==> config.mk <==
export PLATFORM = sky130hd
export DESIGN_NAME = word_serializer
export DESIGN_NICKNAME = d
export VERILOG_FILES = /design/src/rtl/word_serializer_pkg.sv /design/src/rtl/word_serializer_bit_counter.sv /design/src/rtl/word_serializer.sv
export SDC_FILE = /design/constraint.sdc
export NUM_CORES = 1
export LEC_CHECK = 0
export ABC_AREA = 1
export BUFFER_PORTS_ARGS = -buffer_cell sky130_fd_sc_hd__buf_2
export CAP_MARGIN = 20
export CORE_MARGIN = 2
export CORE_UTILIZATION = 49
export CTS_CLUSTER_SIZE = 10
export DETAILED_ROUTE_END_ITERATION = 16
export GPL_TIMING_DRIVEN = 0
export PLACE_DENSITY_LB_ADDON = 0.1
export SYNTH_ARGS = -nofsm -noshare
export SYNTH_HDL_FRONTEND = slang
export SYNTH_HIERARCHICAL = 1
export SYNTH_SLANG_ARGS = --single-unit
==> constraint.sdc <==
create_clock -name clk -period 1.8 [get_ports clk]
set_input_delay 0.18 -clock clk [delete_from_list [all_inputs] [get_ports clk]]
set_output_delay 0.18 -clock clk [all_outputs]
set_load 0.02 [all_outputs]
==> src/rtl/word_serializer_pkg.sv <==
// serial_pkg: shared types and constants for the word serializer.
//   ser_state_t   two-state FSM encoding (IDLE, SHIFT)
//   SER_IDLE_BIT  default line level when no payload is being shifted
package serial_pkg;

  typedef enum logic [0:0] {
    IDLE  = 1'b0,
    SHIFT = 1'b1
  } ser_state_t;

  localparam logic SER_IDLE_BIT = 1'b0;

endpackage

==> src/rtl/word_serializer_bit_counter.sv <==
// bit_counter: position counter for the bit currently on the serial line.
// Ports:
//   clk     in   rising-edge clock
//   rst     in   asynchronous active-high reset
//   clr     in   force the count to zero (has priority over inc)
//   inc     in   advance by one
//   cnt     out  current count, CW bits
//   at_max  out  cnt == MAX
module bit_counter #(
  parameter int MAX = 7,
  localparam int CW = (MAX < 1) ? 1 : $clog2(MAX + 1)
) (
  input  logic          clk,
  input  logic          rst,
  input  logic          clr,
  input  logic          inc,
  output logic [CW-1:0] cnt,
  output logic          at_max
);

  localparam logic [CW-1:0] MAX_C = CW'(MAX);

  assign at_max = (cnt == MAX_C);

  // Returning to zero at MAX is explicit, so the count never depends on
  // natural overflow even when MAX+1 is not a power of two.
  always_ff @(posedge clk or posedge rst) begin
    if (rst) begin
      cnt <= '0;
    end else if (clr) begin
      cnt <= '0;
    end else if (inc) begin
      cnt <= at_max ? '0 : cnt + 1'b1;
    end
  end

endmodule

==> src/rtl/word_serializer.sv <==
// word_serializer: parallel-to-serial front end for the serial sequence
// detector. Accepts WIDTH-bit words over valid/ready and shifts them out one
// bit per enabled clock on ser_out.
// Ports:
//   clk          in   rising-edge clock
//   rst          in   asynchronous active-high reset
//   in_data      in   parallel word (sampled only on accept)
//   in_valid     in   in_data is valid
//   in_ready     out  a word can be accepted this cycle
//   ser_en       in   1 = advance one bit this cycle, 0 = stall
//   ser_out      out  serial bit (IDLE_BIT when nothing is shifting)
//   ser_valid    out  ser_out carries a payload bit this cycle
//   frame_first  out  ser_out is the first bit of a frame
//   frame_last   out  ser_out is the final bit of a frame
module word_serializer
  import serial_pkg::*;
#(
  parameter int   WIDTH     = 8,
  parameter bit   MSB_FIRST = 1'b1,
  parameter logic IDLE_BIT  = SER_IDLE_BIT
) (
  input  logic             clk,
  input  logic             rst,
  input  logic [WIDTH-1:0] in_data,
  input  logic             in_valid,
  output logic             in_ready,
  input  logic             ser_en,
  output logic             ser_out,
  output logic             ser_valid,
  output logic             frame_first,
  output logic             frame_last
);

  localparam int CW = $clog2(WIDTH);

  ser_state_t       state;
  logic [WIDTH-1:0] shreg;
  logic [WIDTH-1:0] shreg_shifted;
  logic [CW-1:0]    cnt;
  logic             at_max;
  logic             advance;
  logic             last_bit;
  logic             accept;

  // The bit presented on the line is always the head of the shift register.
  function automatic logic head_bit(input logic [WIDTH-1:0] w);
    return MSB_FIRST ? w[WIDTH-1] : w[0];
  endfunction

  assign shreg_shifted = MSB_FIRST ? {shreg[WIDTH-2:0], 1'b0}
                                   : {1'b0, shreg[WIDTH-1:1]};

  assign advance  = (state == SHIFT) && ser_en;
  assign last_bit = advance && at_max;

  // Ready in the last-bit cycle lets a new word follow with no gap bit;
  // deliberately independent of in_valid.
  assign in_ready = (state == IDLE) || last_bit;
  assign accept   = in_valid && in_ready;

  // Payload qualification follows the live enable: a stalled cycle still
  // shows the held bit but marks it as not valid.
  assign ser_valid   = advance;
  assign frame_first = advance && (cnt == '0);
  assign frame_last  = last_bit;

  bit_counter #(
    .MAX (WIDTH - 1)
  ) u_bit_counter (
    .clk    (clk),
    .rst    (rst),
    .clr    (accept),
    .inc    (advance),
    .cnt    (cnt),
    .at_max (at_max)
  );

  // ser_out is registered alongside the shift register so it always equals
  // the head bit while shifting and IDLE_BIT otherwise.
  always_ff @(posedge clk or posedge rst) begin
    if (rst) begin
      state   <= IDLE;
      shreg   <= '0;
      ser_out <= IDLE_BIT;
    end else if (accept) begin
      state   <= SHIFT;
      shreg   <= in_data;
      ser_out <= head_bit(in_data);
    end else if (last_bit) begin
      state   <= IDLE;
      shreg   <= shreg_shifted;
      ser_out <= IDLE_BIT;
    end else if (advance) begin
      shreg   <= shreg_shifted;
      ser_out <= head_bit(shreg_shifted);
    end
  end

endmodule

Word-level counts from Yosys, hierarchy flattened

Index checks and enable logic that the tools add are counted.

Output and inout bits: 5
Input bits: 12
Word-level logic and storage cells: 27
Register bits: 12

Reductions and logical operators: 9
Equality and inequality tests: 1
Add/sub/neg operators: 1
Bitwise logic cells: 1
Mux-type cells: 11

Operator list:

| kind                                                           | number |
|---|---|
| 7-bit two-way mux                                              | 3 |
| 3-bit two-way mux                                              | 3 |
| 1-bit two-way mux                                              | 5 |
| 1-bit logical AND                                              | 4 |
| 2-bit nonzero test                                             | 2 |
| 3-bit by 1-bit adder with 3-bit output (second input constant) | 1 |
| 3-bit == test (second input constant)                          | 1 |
| 3-bit zero test                                                | 1 |
| 3-bit nonzero test                                             | 1 |
| 1-bit logical OR                                               | 1 |
| 1-bit inverter                                                 | 1 |

Logic depth before layout (Yosys ltp)

Word-level depth: 5
Depth in mapped cells: 9
Depth with buffers taken out: 9

By module

Netlist, hierarchy kept.

Modules (own cells, without submodules):

| module          | sequential area each (um^2) | cells an instance | times used | area an instance (um^2) |
|---|---|---|---|---|
| word_serializer | 225.2                       | 73                | 1          | 511.7 |
| bit_counter     | 75.1                        | 20                | 1          | 158.9 |

Least setup slack after synthesis

No wires, ideal clock.

Path type: flip-flop to flip-flop
Start point: reg u_bit_counter.cnt[0]
End point: reg u_bit_counter.cnt[0]
Arrival: 1.505 ns
Path buffers: 0
Stages on the path, launching flop included: 10
Required time: 1.735 ns
Slack: 0.231 ns
Clock period less this slack: 1.569 ns
Library setup time: 0.065 ns
Cell sequence: dfrtp_1 > ha_1 > ha_1 > nand3_2 > nand2_2 > nand2_4 > inv_1 > nor2_1 > nand2_1 > nand2_1

Word-level cells in the longest chain between the ends: 5
Elaborated cells between the ends (all ways): 9
Classes of those cells: 1 x add/sub; 1 x eq/ne; 3 x mux; 4 x reduce/logical

Ends and longest elaborated chain:

| what                                                           | RTL line                          | RTL |
|---|---|---|
| start: declaration                                             | word_serializer_bit_counter.sv:17 | `output logic [CW-1:0] cnt,` |
| start signal: assignment                                       | word_serializer_bit_counter.sv:33 | `cnt <= at_max ? '0 : cnt + 1'b1;` |
| 3-bit == test *                                                | word_serializer_bit_counter.sv:23 | `assign at_max = (cnt == MAX_C);` |
| named net at_max                                               | word_serializer.sv:40             | `logic at_max;` |
| 1-bit logical AND *                                            | word_serializer.sv:54             | `assign last_bit = advance && at_max;` |
| 1-bit logical OR *                                             | word_serializer.sv:58             | `assign in_ready = (state == IDLE) \|\| last_bit;` |
| named net in_ready                                             | word_serializer.sv:26             | `output logic in_ready,` |
| 1-bit logical AND *                                            | word_serializer.sv:59             | `assign accept = in_valid && in_ready;` |
| named net accept                                               | word_serializer.sv:43             | `logic accept;` |
| 3-bit two-way mux / 2-bit nonzero test (equally long branches) | n/a                               |  |

The timed path passes the listed nets; every way through them passes the cells marked *. The select of a mux whose other input is x is not followed.
A chain may end at the register's enable or synchronous reset.

Worst setup path in the final report

Start point: reg u_bit_counter.cnt[0]
End point: out in_ready

Word-level cells in the longest chain between the ends: 3

Ends and longest elaborated chain:

| what              | RTL line |
|---|---|
| 3-bit == test     | word_serializer_bit_counter.sv:23 |
| named net at_max  | word_serializer.sv:40 |
| 1-bit logical AND | word_serializer.sv:54 |
| 1-bit logical OR  | word_serializer.sv:58 |
| end: declaration  | word_serializer.sv:26 |

The timed path passes the listed nets, and every way through them passes these cells.

==> summary.txt <==
Global routing
  – GRT Residual Overflow: 0
  – Initial antenna violation count: 0
  – Via count of the first global-routing pass: 516
  – Overall track demand over capacity in global routing: 0.2020
  – First-pass GRT wire length: 2.125 mm
  – Largest net degree at the start of global routing: 13

Clock network
  – Buffers inserted during post-CTS setup optimization: 0
  – Clk Latency, worst-skew pair: 0.28 ns
  – Clock transition at the registers of the reported paths: 0.08 ns
  – Number of CTS-inserted buffers: 3
  – Number of H-tree levels: 1
  – Num Clock Sinks: 12
  – Clock tree from TritonCTS: yes
  – Clock root buffer master: sky130_fd_sc_hd__clkbuf_4
  – Clk buf depth: 2

Cells and area
  – Commonest non-fill, non-tap cell in the layout: sky130_fd_sc_hd__nand2_1
  – Post-synthesis to final-layout area growth: 22.01%
  – Area occupied by registers: 300.3 um^2
  – Post-Route Utilization: 0.6368
  – Multi-input logic area: 310.3 um^2
  – Layout cell share with drive strength beyond 1: 0.2212
  – Fin area: 818.3 um^2
  – Commonest cells after routing, fill and taps aside: sky130_fd_sc_hd__nand2_1, sky130_fd_sc_hd__nand3_1, sky130_fd_sc_hd__buf_2
  – Antenna diodes: 0
  – Number of nets in the layout: 128
  – Total of fill cells in the finished design: 124

Timing
  – Headroom to the max-slew limit: 0.7135
  – Post-Route Setup TNS: 0 ns
  – Final Hold Viols: 0
  – Min Tclk post-route: 1.689 ns
  – Finish-stage setup viols: 0
  – Slew Limit Fails: 0
  – Worst-Margin Slew: around 0.43 ns
  – Fmax achieved: ~590 MHz
  – Final worst path period share: 0.9385
  – RSZ-0062 raised after global routing: false
  – Worst-case clock skew: 0.0008945 ns

Route
  – Remaining antenna violation count after routing: 0
  – Starting DRC count in detailed routing: 15
  – Total wirelength of the detailed-routed design: 1.345 mm
  – Detailed Routing Iterations Pass 1: 4
  – Number of vias per cell: 4.953
  – Vias: 634
  – DRC violations left: 0
  – Routed length per instance: 10.51 um

Critical path
  – Startpoint kind of the worst setup timing path: register
  – Worst Reg2Reg Path Length in Cells: 9
  – Kind of critical path: register to output port
  – Longest individual stage delay on the worst path: 0.42 ns
  – R2r endpoint: u_bit_counter/cnt[2]
  – CP Capture Type: output port
  – Standard cell with the maximum stage delay on the critical path: sky130_fd_sc_hd__dfrtp_1
  – Critical path required time: 1.62 ns
  – Cell seen most often among critical-path stages: sky130_fd_sc_hd__ha_1
  – Arrival time at the worst endpoint: 1.51 ns
  – Maximum fanout along the worst path: 10
  – R2R Setup Slk: 0.16 ns
  – Beginning of the worst register-to-register path: u_bit_counter/cnt[0]
  – Sequence of cells on the critical path: ha_1 > ha_1 > nand3_2 > nand2_4 > buf_2

Die
  – Die area: 1681 um^2
  – Starting density of the core: 0.5219
  – Die H: about 41 um
  – Top-Level Pins: 17
  – Num rows: 13
  – Die X: around 41 um
  – Core box area: roughly 1300 um^2

Status
  – Outcome: finished clean

Logic synthesis
  – Number of distinct library cells after synthesis: 13
  – Avg Cell Area, Syn: 7.211 um^2
  – Post-synthesis instance total: 93
  – Warnings, synthesis: 6
  – Sequential element share of the synthesized area: 0.4478
  – #FFs+latches synth: 12
  – Mapped cell area: 670.6 um^2
  – Net count after synthesis: ~110

Pwr
  – Power density normalized to cell area: 1301 nW/um^2
  – Leakage power figure: 0.5200 nW
  – Worst vdd ir: 662.3 uV

Min path
  – Start point of the worst hold path: in_data[0]
  – WHS Endpoint: shreg[0]
  – Hold WC Path Type: input port to register
  – Instance count along the most critical hold path: 3

Place
  – Gp weighted congestion: 0.7615
  – Number of port buffers: 15
  – Placed Instance Area: 764.5 um^2
  – Post-detailed-placement half-perimeter wirelength: approximately 920 um

Job
  – Max-cap violation count: 0
-- state kept, by name, summed over array words and instances (netlist names) --
register and cells:
shreg 7, ser_out 1, u_bit_counter/cnt 3, state 1
-- worst max-delay path, delay by kind of cell (launching register included) --
kind	cells	cell delay, ns
adder cells (fa/ha/maj)	2	0.41
buffers and inverters	1	0.18
AND/OR/NAND/NOR	2	0.22
flip-flops	1	0.42
-- layout make-up --
cell class / count / area share
clock buffer: 4 / 0.04434
sequential: 12 / 0.3670
inverter: 14 / 0.06422
multi-input combinational: 65 / 0.3792
tap: 15 / 0.02294
timing repair buffer: 16 / 0.1040
buffer: 2 / 0.01835
-- per-stage QoR --
stage                     instances  total power [mW]  worst slack, ns  hold slack, ns
after global routing            128             1.164          0.04352          0.1109
after floorplan                  93            0.7390           0.2306        -0.06636
after global placement          123            0.8329           0.1174         0.06059
after CTS                       128             1.067          0.05762         0.09238
final                           128             1.065           0.1108         0.09793
after detailed placement        123            0.8422           0.1158         0.06024
-- kinds of logic after synthesis --
family	synth area share
adder cells (fa/ha/maj)	0.03731
AND/OR/NAND/NOR	0.4142
buffers and inverters	0.1007
flip-flops	0.4478
-- report_power, final --
part,leakage (nW),switching [mW],internal [mW],total [mW]
Sequential,0.149,0.0694,0.380,0.449
Combinational,0.350,0.244,0.152,0.396
Clock,0.0210,0.0969,0.123,0.220
-- routing by layer --
metal	track usage	share of wire	up-vias
li1	-	-	328
met1	0.2694	0.48	284
met3	0.06522	0.067	2
met2	0.2891	0.44	20
met5	0	0	-
met4	0.1000	0.0089	0
-- Yosys cell counts --
master / count / area share
sky130_fd_sc_hd__nand3_2: 1 / 0.015
sky130_fd_sc_hd__buf_6: 1 / 0.017
sky130_fd_sc_hd__dfrtp_1: 12 / 0.45
sky130_fd_sc_hd__buf_1: 1 / 0.0056
sky130_fd_sc_hd__nor4_1: 1 / 0.0093
sky130_fd_sc_hd__nand3_1: 18 / 0.13
sky130_fd_sc_hd__nor2_1: 3 / 0.017
sky130_fd_sc_hd__inv_2: 1 / 0.0056
sky130_fd_sc_hd__ha_1: 2 / 0.037
sky130_fd_sc_hd__nand2_4: 1 / 0.017
sky130_fd_sc_hd__nand2_2: 1 / 0.0093
sky130_fd_sc_hd__inv_1: 13 / 0.073
sky130_fd_sc_hd__nand2_1: 38 / 0.21
-- worst max path at each step --
stage / from / cells after the start / endpoint
2_1_floorplan: u_bit_counter/cnt[0] / 9 / u_bit_counter/cnt[0]
3_3_place_gp: u_bit_counter/cnt[0] / 9 / u_bit_counter/cnt[1]
3_5_place_dp: u_bit_counter/cnt[0] / 9 / u_bit_counter/cnt[0]
4_1_cts: u_bit_counter/cnt[0] / 5 / in_ready
5_1_grt: u_bit_counter/cnt[0] / 5 / in_ready
6_report: u_bit_counter/cnt[0] / 5 / in_ready
-- repair_timing --
item | in CTS | in global routing
resized for setup | 0 | 2
setup endpoints to repair | 0 | 4
endpoints found under the hold margin | 12 | 0
hold buffers | 1 | 0
No activity file was read; power rests on OpenSTA's default activity.
